==> src/rtl/hw2_pkg.sv <==
// Shared constants and types for the hw2 multiply/accumulate datapath.
// Holds the result width, the default window, the clog2 helper and the holding-register state codes.
package hw2_pkg;

    localparam int DW          = 16;
    localparam int DEFAULT_WIN = 8;

    // Ceiling log2; clog2(1) = 0. Only ever evaluated on constants.
    function automatic int clog2(input int n);
        int r;
        int v;
        r = 0;
        v = n - 1;
        while (v > 0) begin
            r++;
            v = v >> 1;
        end
        return r;
    endfunction

    typedef enum logic {
        ST_EMPTY = 1'b0,
        ST_FULL  = 1'b1
    } hold_state_t;

endpackage : hw2_pkg

==> src/rtl/hw2_result_accum.sv <==
// Windowed sum / max / zero-count accumulator over the hw2 multiply result stream.
// Every WIN accepted samples a summary is offered on a valid/ready holding register.
module hw2_result_accum
    import hw2_pkg::*;
#(
    parameter int WIN   = DEFAULT_WIN,
    parameter int ACC_W = DW + clog2(WIN),
    parameter int ZC_W  = clog2(WIN + 1)
) (
    input  logic             clk,
    input  logic             rst,
    input  logic             in_valid,
    input  logic [DW-1:0]    in_d,
    input  logic             out_ready,
    output logic             out_valid,
    output logic [ACC_W-1:0] out_sum,
    output logic [DW-1:0]    out_max,
    output logic [ZC_W-1:0]  out_zero_cnt,
    output logic             overrun
);

    localparam int CNT_W = clog2(WIN);
    localparam logic [CNT_W-1:0] LAST = CNT_W'(WIN - 1);

    hold_state_t      state;
    logic [ACC_W-1:0] acc;
    logic [DW-1:0]    cur_max;
    logic [ZC_W-1:0]  zc;
    logic [CNT_W-1:0] cnt;

    // Working values including the current sample; only used when in_valid is high.
    logic [ACC_W-1:0] nxt_acc;
    logic [DW-1:0]    nxt_max;
    logic [ZC_W-1:0]  nxt_zc;
    logic             complete;
    logic             hold_free;

    // NOTE: every signal written here gets a default first so no latch is inferred.
    always_comb begin
        nxt_acc   = acc + ACC_W'(in_d);
        nxt_max   = (in_d > cur_max) ? in_d : cur_max;
        nxt_zc    = zc + ZC_W'(in_d == '0);
        complete  = in_valid && (cnt == LAST);
        hold_free = (state == ST_EMPTY) || out_ready;
    end

    // NOTE: sequential state uses non-blocking assignments; rst is synchronous and wins over everything.
    always_ff @(posedge clk) begin
        if (rst) begin
            state        <= ST_EMPTY;
            acc          <= '0;
            cur_max      <= '0;
            zc           <= '0;
            cnt          <= '0;
            out_sum      <= '0;
            out_max      <= '0;
            out_zero_cnt <= '0;
            overrun      <= 1'b0;
        end else begin
            if (complete) begin
                // Window closes: working registers restart whether or not the summary is kept.
                acc     <= '0;
                cur_max <= '0;
                zc      <= '0;
                cnt     <= '0;
                if (hold_free) begin
                    state        <= ST_FULL;
                    out_sum      <= nxt_acc;
                    out_max      <= nxt_max;
                    out_zero_cnt <= nxt_zc;
                end else begin
                    overrun <= 1'b1;
                end
            end else begin
                if (in_valid) begin
                    acc     <= nxt_acc;
                    cur_max <= nxt_max;
                    zc      <= nxt_zc;
                    cnt     <= cnt + 1'b1;
                end
                if (state == ST_FULL && out_ready)
                    state <= ST_EMPTY;
            end
        end
    end

    assign out_valid = (state == ST_FULL);

endmodule : hw2_result_accum

==> config.mk <==
export PLATFORM = sky130hd
export DESIGN_NAME = hw2_result_accum
export DESIGN_NICKNAME = d
export VERILOG_FILES = /design/src/rtl/hw2_pkg.sv /design/src/rtl/hw2_result_accum.sv
export SDC_FILE = /design/constraint.sdc
export NUM_CORES = 1
export LEC_CHECK = 0
export BUFFER_PORTS_ARGS = -buffer_cell sky130_fd_sc_hd__clkbuf_2
export CORE_MARGIN = 4
export CORE_UTILIZATION = 40
export DETAILED_ROUTE_END_ITERATION = 7
export PLACE_DENSITY = 0.56
export SYNTH_ARGS = -nofsm -noshare
export SYNTH_HDL_FRONTEND = slang
export SYNTH_SLANG_ARGS = --single-unit
==> constraint.sdc <==
create_clock -name clk -period 5.6 [get_ports clk]
set_input_delay 1.12 -clock clk [delete_from_list [all_inputs] [get_ports clk]]
set_output_delay 1.12 -clock clk [all_outputs]
set_load 0.005 [all_outputs]
Yosys cells after proc, flatten, opt, wreduce, memory -nomap -nowiden
Index checks and enable logic that the tools add are counted.
{ "word_totals": {"elab_cells": 30, "inputBits": 20, "ff_bits": 83, "out_inout_bits": 41} }
{ "op_classes": {"bitwise": 2, "reduce_logical": 9, "eq_ne": 2, "n_addsub": 3, "mux": 4, "n_lt_le_gt_ge": 1} }
{ "ops": {"columns": ["cell", "n"], "rows": [
  ["19-bit by 16-bit adder with 19-bit output", 1],
  ["16-bit greater-than comparator", 1],
  ["16-bit zero test", 1],
  ["16-bit two-way mux", 1],
  ["2-bit AND reduction", 3],
  ["4-bit by 1-bit adder with 4-bit output", 1],
  ["3-bit by 1-bit adder with 3-bit output, second input constant", 1],
  ["3-bit == test, second input constant", 1],
  ["1-bit two-way mux", 3],
  ["1-bit logical AND", 2],
  ["2-bit by 1-bit inequality test with 1-bit output, second input constant", 1],
  ["1-bit NOT", 2],
  ["2-bit nonzero test", 1],
  ["2-bit OR reduction", 1],
  ["1-bit logical OR", 1]
]} }

Depth between registers and ports, before layout
{ "logic_depth": {"depth_word": 4, "depth_mapped": 10, "mapped_depth_nobuf": 10} }

Worst setup path after synthesis
OpenSTA, ideal clock, no wires.
{ "synth_path": {"path_type": "input to register", "start": "in in_d[0]", "end": "reg acc[18]", "cell_stages": 10, "setup_time_ps": 59, "slack_ps": 2556, "required_ps": 5541, "arrival_ps": 2985, "path_cell_list": "ha_1 -> inv_1 -> fa_1 -> nor2b_1 -> o31ai_1 -> a31o_2 -> a211oi_4 -> o21ai_2 -> or4_1 -> nand2_1"} }
{ "synth_between": {"elab_chain_cells": 1} }
{ "synth_lines": {"columns": ["item", "line_no", "rtl"], "rows": [
  ["start: declaration", "hw2_result_accum.sv:13", "input logic [DW-1:0] in_d,"],
  ["19-bit by 16-bit adder with 19-bit output", "hw2_result_accum.sv:40", "nxt_acc = acc + ACC_W'(in_d);"],
  ["end signal: assignment", "hw2_result_accum.sv:76", "acc <= nxt_acc;"],
  ["end: declaration", "hw2_result_accum.sv:26", "logic [ACC_W-1:0] acc;"]
]} }
Every way passes these cells.
A chain may end at the register's enable or synchronous reset.

Worst setup path in the final report
{ "layout_path": {"start": "in in_d[15]", "end": "reg out_max[0]"} }
{ "layout_between": {"elab_chain_cells": 2} }
{ "layout_lines": {"columns": ["item", "line_no", "rtl"], "rows": [
  ["16-bit greater-than comparator", "hw2_result_accum.sv:41", "nxt_max = (in_d > cur_max) ? in_d : cur_max;"],
  ["16-bit two-way mux", "hw2_result_accum.sv:41", null],
  ["end signal: assignment", "hw2_result_accum.sv:69", "out_max <= nxt_max;"],
  ["end: declaration", "hw2_result_accum.sv:17", "output logic [DW-1:0] out_max,"]
]} }
Every way passes these cells.

==> impl_metrics.json <==
{
  "synth.mux.area_fraction_pct": 2.829,
  "power_switching_mw": 0.4494,
  "netSwitchingFraction_pct": 28.39,
  "htree_num_levels": 3,
  "cp-start-kind": "input pin",
  "grt_start_max_net_pins": 49,
  "finalWeightedCongestion": 0.8719,
  "syn_to_final_growth_pct": 14.85,
  "hold_path_startpoint": "cur_max[5]$_SDFFE_PP0P_",
  "slew_headroom_pct": 50.29,
  "synthesis.nets": 603,
  "synth_cells": 546,
  "pwr-share-comb_pct": 20.2,
  "pre_repair_dr_iteration_count": 4,
  "tritoncts_clock_tree": "yes",
  "postSynth.topFlopCell": "sky130_fd_sc_hd__dfxtp_1",
  "worst-path-buf-inv": 1,
  "p_seq_share_pct": 40.3,
  "fp_rows": 38,
  "fin_setup_tns_ps": 0,
  "worst-slew-pin-transition_ps": 743.5,
  "slowest_stage_cell_crit_path": "sky130_fd_sc_hd__or4_1",
  "proportion_of_synthesized_chip_area_in_sequential_cells_pct": 36.13,
  "synthesis.area_um2": 4599,
  "complex_gate_fraction_of_the_synthesized_area_pct": 23.34,
  "cts_root_buf": "sky130_fd_sc_hd__clkbuf_16",
  "ctsLongestPathBuffers": 2,
  "crit_chain": "clkbuf_2 > ha_1 > nand4_1 > or4_1 > and2_4 > o21ai_1 > a211oi_2",
  "floorplan.die.height_um": 115.2,
  "insertedDiodeCount": 0,
  "vias_per_cell": 5.362,
  "synth_async_sr_flop_share_pct": 0,
  "hold_violations": 0,
  "number_of_global_route_vias_before_repair": 3750,
  "critical_path.max_stage_delay_ps": 860,
  "drc_violation_count_after_routing": 0,
  "power.density_nw_per_um2": 299.6,
  "design.portCount": 61,
  "count_of_final_setup_violators": 0,
  "clock_sink_count": 83,
  "dp.final_hpwl_um": 8180,
  "power.leakage_nw": 2.140,
  "endpoint_kind_of_the_worst_setup_timing_path": "flip-flop",
  "timing.hold.ws_ps": 453.2,
  "placedCellCount": 720,
  "routedWlPerCell_um": 15.52,
  "share_of_synthesized_cell_area_in_full_adder_half_adder_and_majority_cells_pct": 10.23,
  "postRouteWirelength_um": 11410,
  "timing.setup.critical_path_class": "input pin to flip-flop",
  "finish.instance_area_um2": 5283,
  "critPathLaunch": "in_d[15]",
  "syn_area_per_cell_um2": 8.424,
  "hold_path_class": "flip-flop to flip-flop",
  "post_layout_cell_count": 735,
  "grt_first_pass_wirelength_um": 18840,
  "antenna_viol_nets_final": 0,
  "yosys_warning_total": 0,
  "worstPathMaxFanout": 30,
  "cts_resized": 0,
  "yosys_register_bits": 83,
  "clkTransAtPathRegs_ps": 60,
  "synthSimpleGateAreaFrac_pct": 19.26,
  "utilization_pct": 47.89,
  "cpLargestDelayFamily": "simple AND/OR/NAND/NOR gates",
  "post_route_cells_drive_above_1_share_pct": 19.66,
  "post_dp_cell_area_um2": 4969,
  "floorplan_die_area_um2": 13280,
  "synth_top_family_by_area": "compound AO/OA/AOI/OAI gates",
  "maxClockFrequency_ghz": 0.3123,
  "numCtsBuffers": 9,
  "post-route-period-util_pct": 57.18,
  "floorplan.initialDensity_pct": 41.70,
  "synth_edf_count": 0,
  "post-layout-total-power_mw": 1.583,
  "layout.cells.most_common_list": "sky130_fd_sc_hd__dfxtp_1 (83), sky130_fd_sc_hd__a21oi_1 (72), sky130_fd_sc_hd__nand2_1 (60), sky130_fd_sc_hd__clkbuf_2 (60), sky130_fd_sc_hd__nor2_1 (53)",
  "insertion_delay_of_the_later_clocked_pin_in_the_worst_skew_pair_ps": 340,
  "internal_pwr_total_mw": 1.134,
  "reg2reg_from": "cur_max[14]$_SDFFE_PP0P_",
  "total_congestion_overflow_after_global_routing": 0,
  "count_of_vias_placed_by_the_detailed_router": 3941,
  "pwr-share-clk_pct": 39.5,
  "postCtsHoldBufs": 0,
  "vdd_ir_drop_max_uv": 147.9,
  "finalWorstPathRequiredPeriod_ps": 3202,
  "preCtsSetupSlack_ps": 2052,
  "cp_data_required_time_ps": 5810,
  "antenna_violations_before_repair": 0,
  "final_max_slew_viol_count": 0,
  "fp.dieW_um": 115.2,
  "synth.lib_cells_used.distinct": 55,
  "signal_arrival_time_at_the_worst_endpoint_ps": 3410,
  "cts.repair_timing.setup_buffer_count": 0,
  "layout_commonest_cell": "sky130_fd_sc_hd__dfxtp_1",
  "gr-usage-all-layers_pct": 17.97,
  "synth-xor-area-share_pct": 3.047,
  "status": "finished clean",
  "io_buffers": 60,
  "layout_skew_ps": 5.767,
  "setup_repair_after_global_routing_missed_its_margin": "false",
  "area_of_the_core_um2": 11030,
  "nNetsFinal": 648,
  "drv.max_cap_violation_count": 0,
  "detailedRoute.firstIterationViolations": 218,
  "final_critical_path_setup_slack_ps": 2398
}
==> registers in the layout, summed over array words and instances, names as in the netlist <==
register and flops:
acc 19, out_sum 19, cur_max 16, out_max 16, out_zero_cnt 4, zc 4, cnt 3, out_valid 1
overrun 1
==> metal layers <==
| layer | vias to the layer above | track usage, % | share of wire (%) |
|---|---|---|---|
| met2 | 81 | 27.43 | 44 |
| met4 | 0 | 7.668 | 2.3 |
| met3 | 18 | 3.789 | 4.2 |
| li1 | 2040 | - | - |
| met5 | - | 0 | 0 |
| met1 | 1802 | 24.56 | 50 |
==> worst register-to-register path: stages, from the launching register on <==
cell,delay (ps)
sky130_fd_sc_hd__dfxtp_1,330
sky130_fd_sc_hd__inv_1,60
sky130_fd_sc_hd__ha_1,310
sky130_fd_sc_hd__nand4_1,190
sky130_fd_sc_hd__or4_1,860
sky130_fd_sc_hd__and2_4,430
sky130_fd_sc_hd__o21ai_1,230
sky130_fd_sc_hd__a211oi_2,90
==> path summary, 6_finish.rpt <==
| path | endpoint | slack [ps] | cells past startpoint |
|---|---|---|---|
| worst min register to register | cur_max[5]$_SDFFE_PP0P_ | 450 | 2 |
| worst max-delay path | out_max[0]$_SDFFE_PP0P_ | 2400 | 7 |
| worst max register to register | out_max[0]$_SDFFE_PP0P_ | 2950 | 7 |
| worst min-delay path | cur_max[5]$_SDFFE_PP0P_ | 450 | 2 |
==> power by group through the flow <==
stage                     Clock (mW)  Sequential (mW)  Combinational [mW]
after CTS                      0.647            0.638               0.321
after global placement             0            0.650               0.313
after floorplan                    0            0.646               0.255
after detailed placement           0            0.650               0.318
final                          0.625            0.638               0.320
after global routing           0.671            0.641               0.361
==> cell usage after synthesis, types with 2 or more instances <==
| cell type | instances | share of area, % |
|---|---|---|
| sky130_fd_sc_hd__a211oi_1 | 7 | 1.1 |
| sky130_fd_sc_hd__ha_1 | 36 | 9.8 |
| sky130_fd_sc_hd__buf_2 | 4 | 0.44 |
| sky130_fd_sc_hd__o21a_1 | 3 | 0.49 |
| sky130_fd_sc_hd__o21ai_0 | 3 | 0.33 |
| sky130_fd_sc_hd__nor2b_1 | 5 | 0.68 |
| sky130_fd_sc_hd__nor2_1 | 54 | 4.4 |
| sky130_fd_sc_hd__a31oi_1 | 6 | 0.82 |
| sky130_fd_sc_hd__nand4b_1 | 2 | 0.38 |
| sky130_fd_sc_hd__nand3_1 | 29 | 3.2 |
| sky130_fd_sc_hd__o211ai_1 | 3 | 0.49 |
| sky130_fd_sc_hd__o2111ai_1 | 2 | 0.38 |
| sky130_fd_sc_hd__a21oi_2 | 14 | 2.7 |
| sky130_fd_sc_hd__inv_1 | 23 | 1.9 |
| sky130_fd_sc_hd__nor4_1 | 6 | 0.82 |
| sky130_fd_sc_hd__dfxtp_1 | 83 | 36 |
| sky130_fd_sc_hd__nand2_1 | 60 | 4.9 |
| sky130_fd_sc_hd__a21oi_1 | 72 | 7.8 |
| sky130_fd_sc_hd__buf_6 | 3 | 0.73 |
| sky130_fd_sc_hd__mux2i_1 | 13 | 2.8 |
| sky130_fd_sc_hd__or3_1 | 4 | 0.54 |
| sky130_fd_sc_hd__o21ai_1 | 5 | 0.54 |
| sky130_fd_sc_hd__buf_1 | 4 | 0.33 |
| sky130_fd_sc_hd__xnor2_1 | 8 | 1.5 |
| sky130_fd_sc_hd__or4_1 | 2 | 0.33 |
| sky130_fd_sc_hd__a211oi_2 | 16 | 4.4 |
| sky130_fd_sc_hd__nand4_1 | 9 | 1.2 |
| sky130_fd_sc_hd__nand2b_1 | 3 | 0.41 |
| sky130_fd_sc_hd__a21o_1 | 6 | 0.98 |
| sky130_fd_sc_hd__nor3b_1 | 2 | 0.33 |
| sky130_fd_sc_hd__xor2_1 | 8 | 1.5 |
| sky130_fd_sc_hd__nor3_1 | 4 | 0.44 |
| sky130_fd_sc_hd__nand3b_1 | 4 | 0.65 |
| sky130_fd_sc_hd__buf_4 | 2 | 0.33 |
| sky130_fd_sc_hd__o31ai_1 | 4 | 0.65 |
| sky130_fd_sc_hd__clkbuf_1 | 18 | 1.5 |
==> cell families (layout without fill, tap and decap cells) <==
kind of cell / after synthesis / after routing
fa+ha+maj: 37 / 37
simple gates: 190 / 190
xor+xnor: 16 / 16
mux: 13 / 13
compound gates: 153 / 153
buf+inv: 54 / 103
flops: 83 / 83
==> area by class of cell <==
cell class / count / area, µm²
clock buffer: 14 / 284.0
clock inverter: 1 / 30.03
fill: 1111 / 5748
inverter: 23 / 86.33
multi-input combinational: 409 / 2708
sequential: 83 / 1662
tap: 140 / 175.2
timing repair buffer: 65 / 337.8
Note: power is estimated with default switching activity, not from simulation.
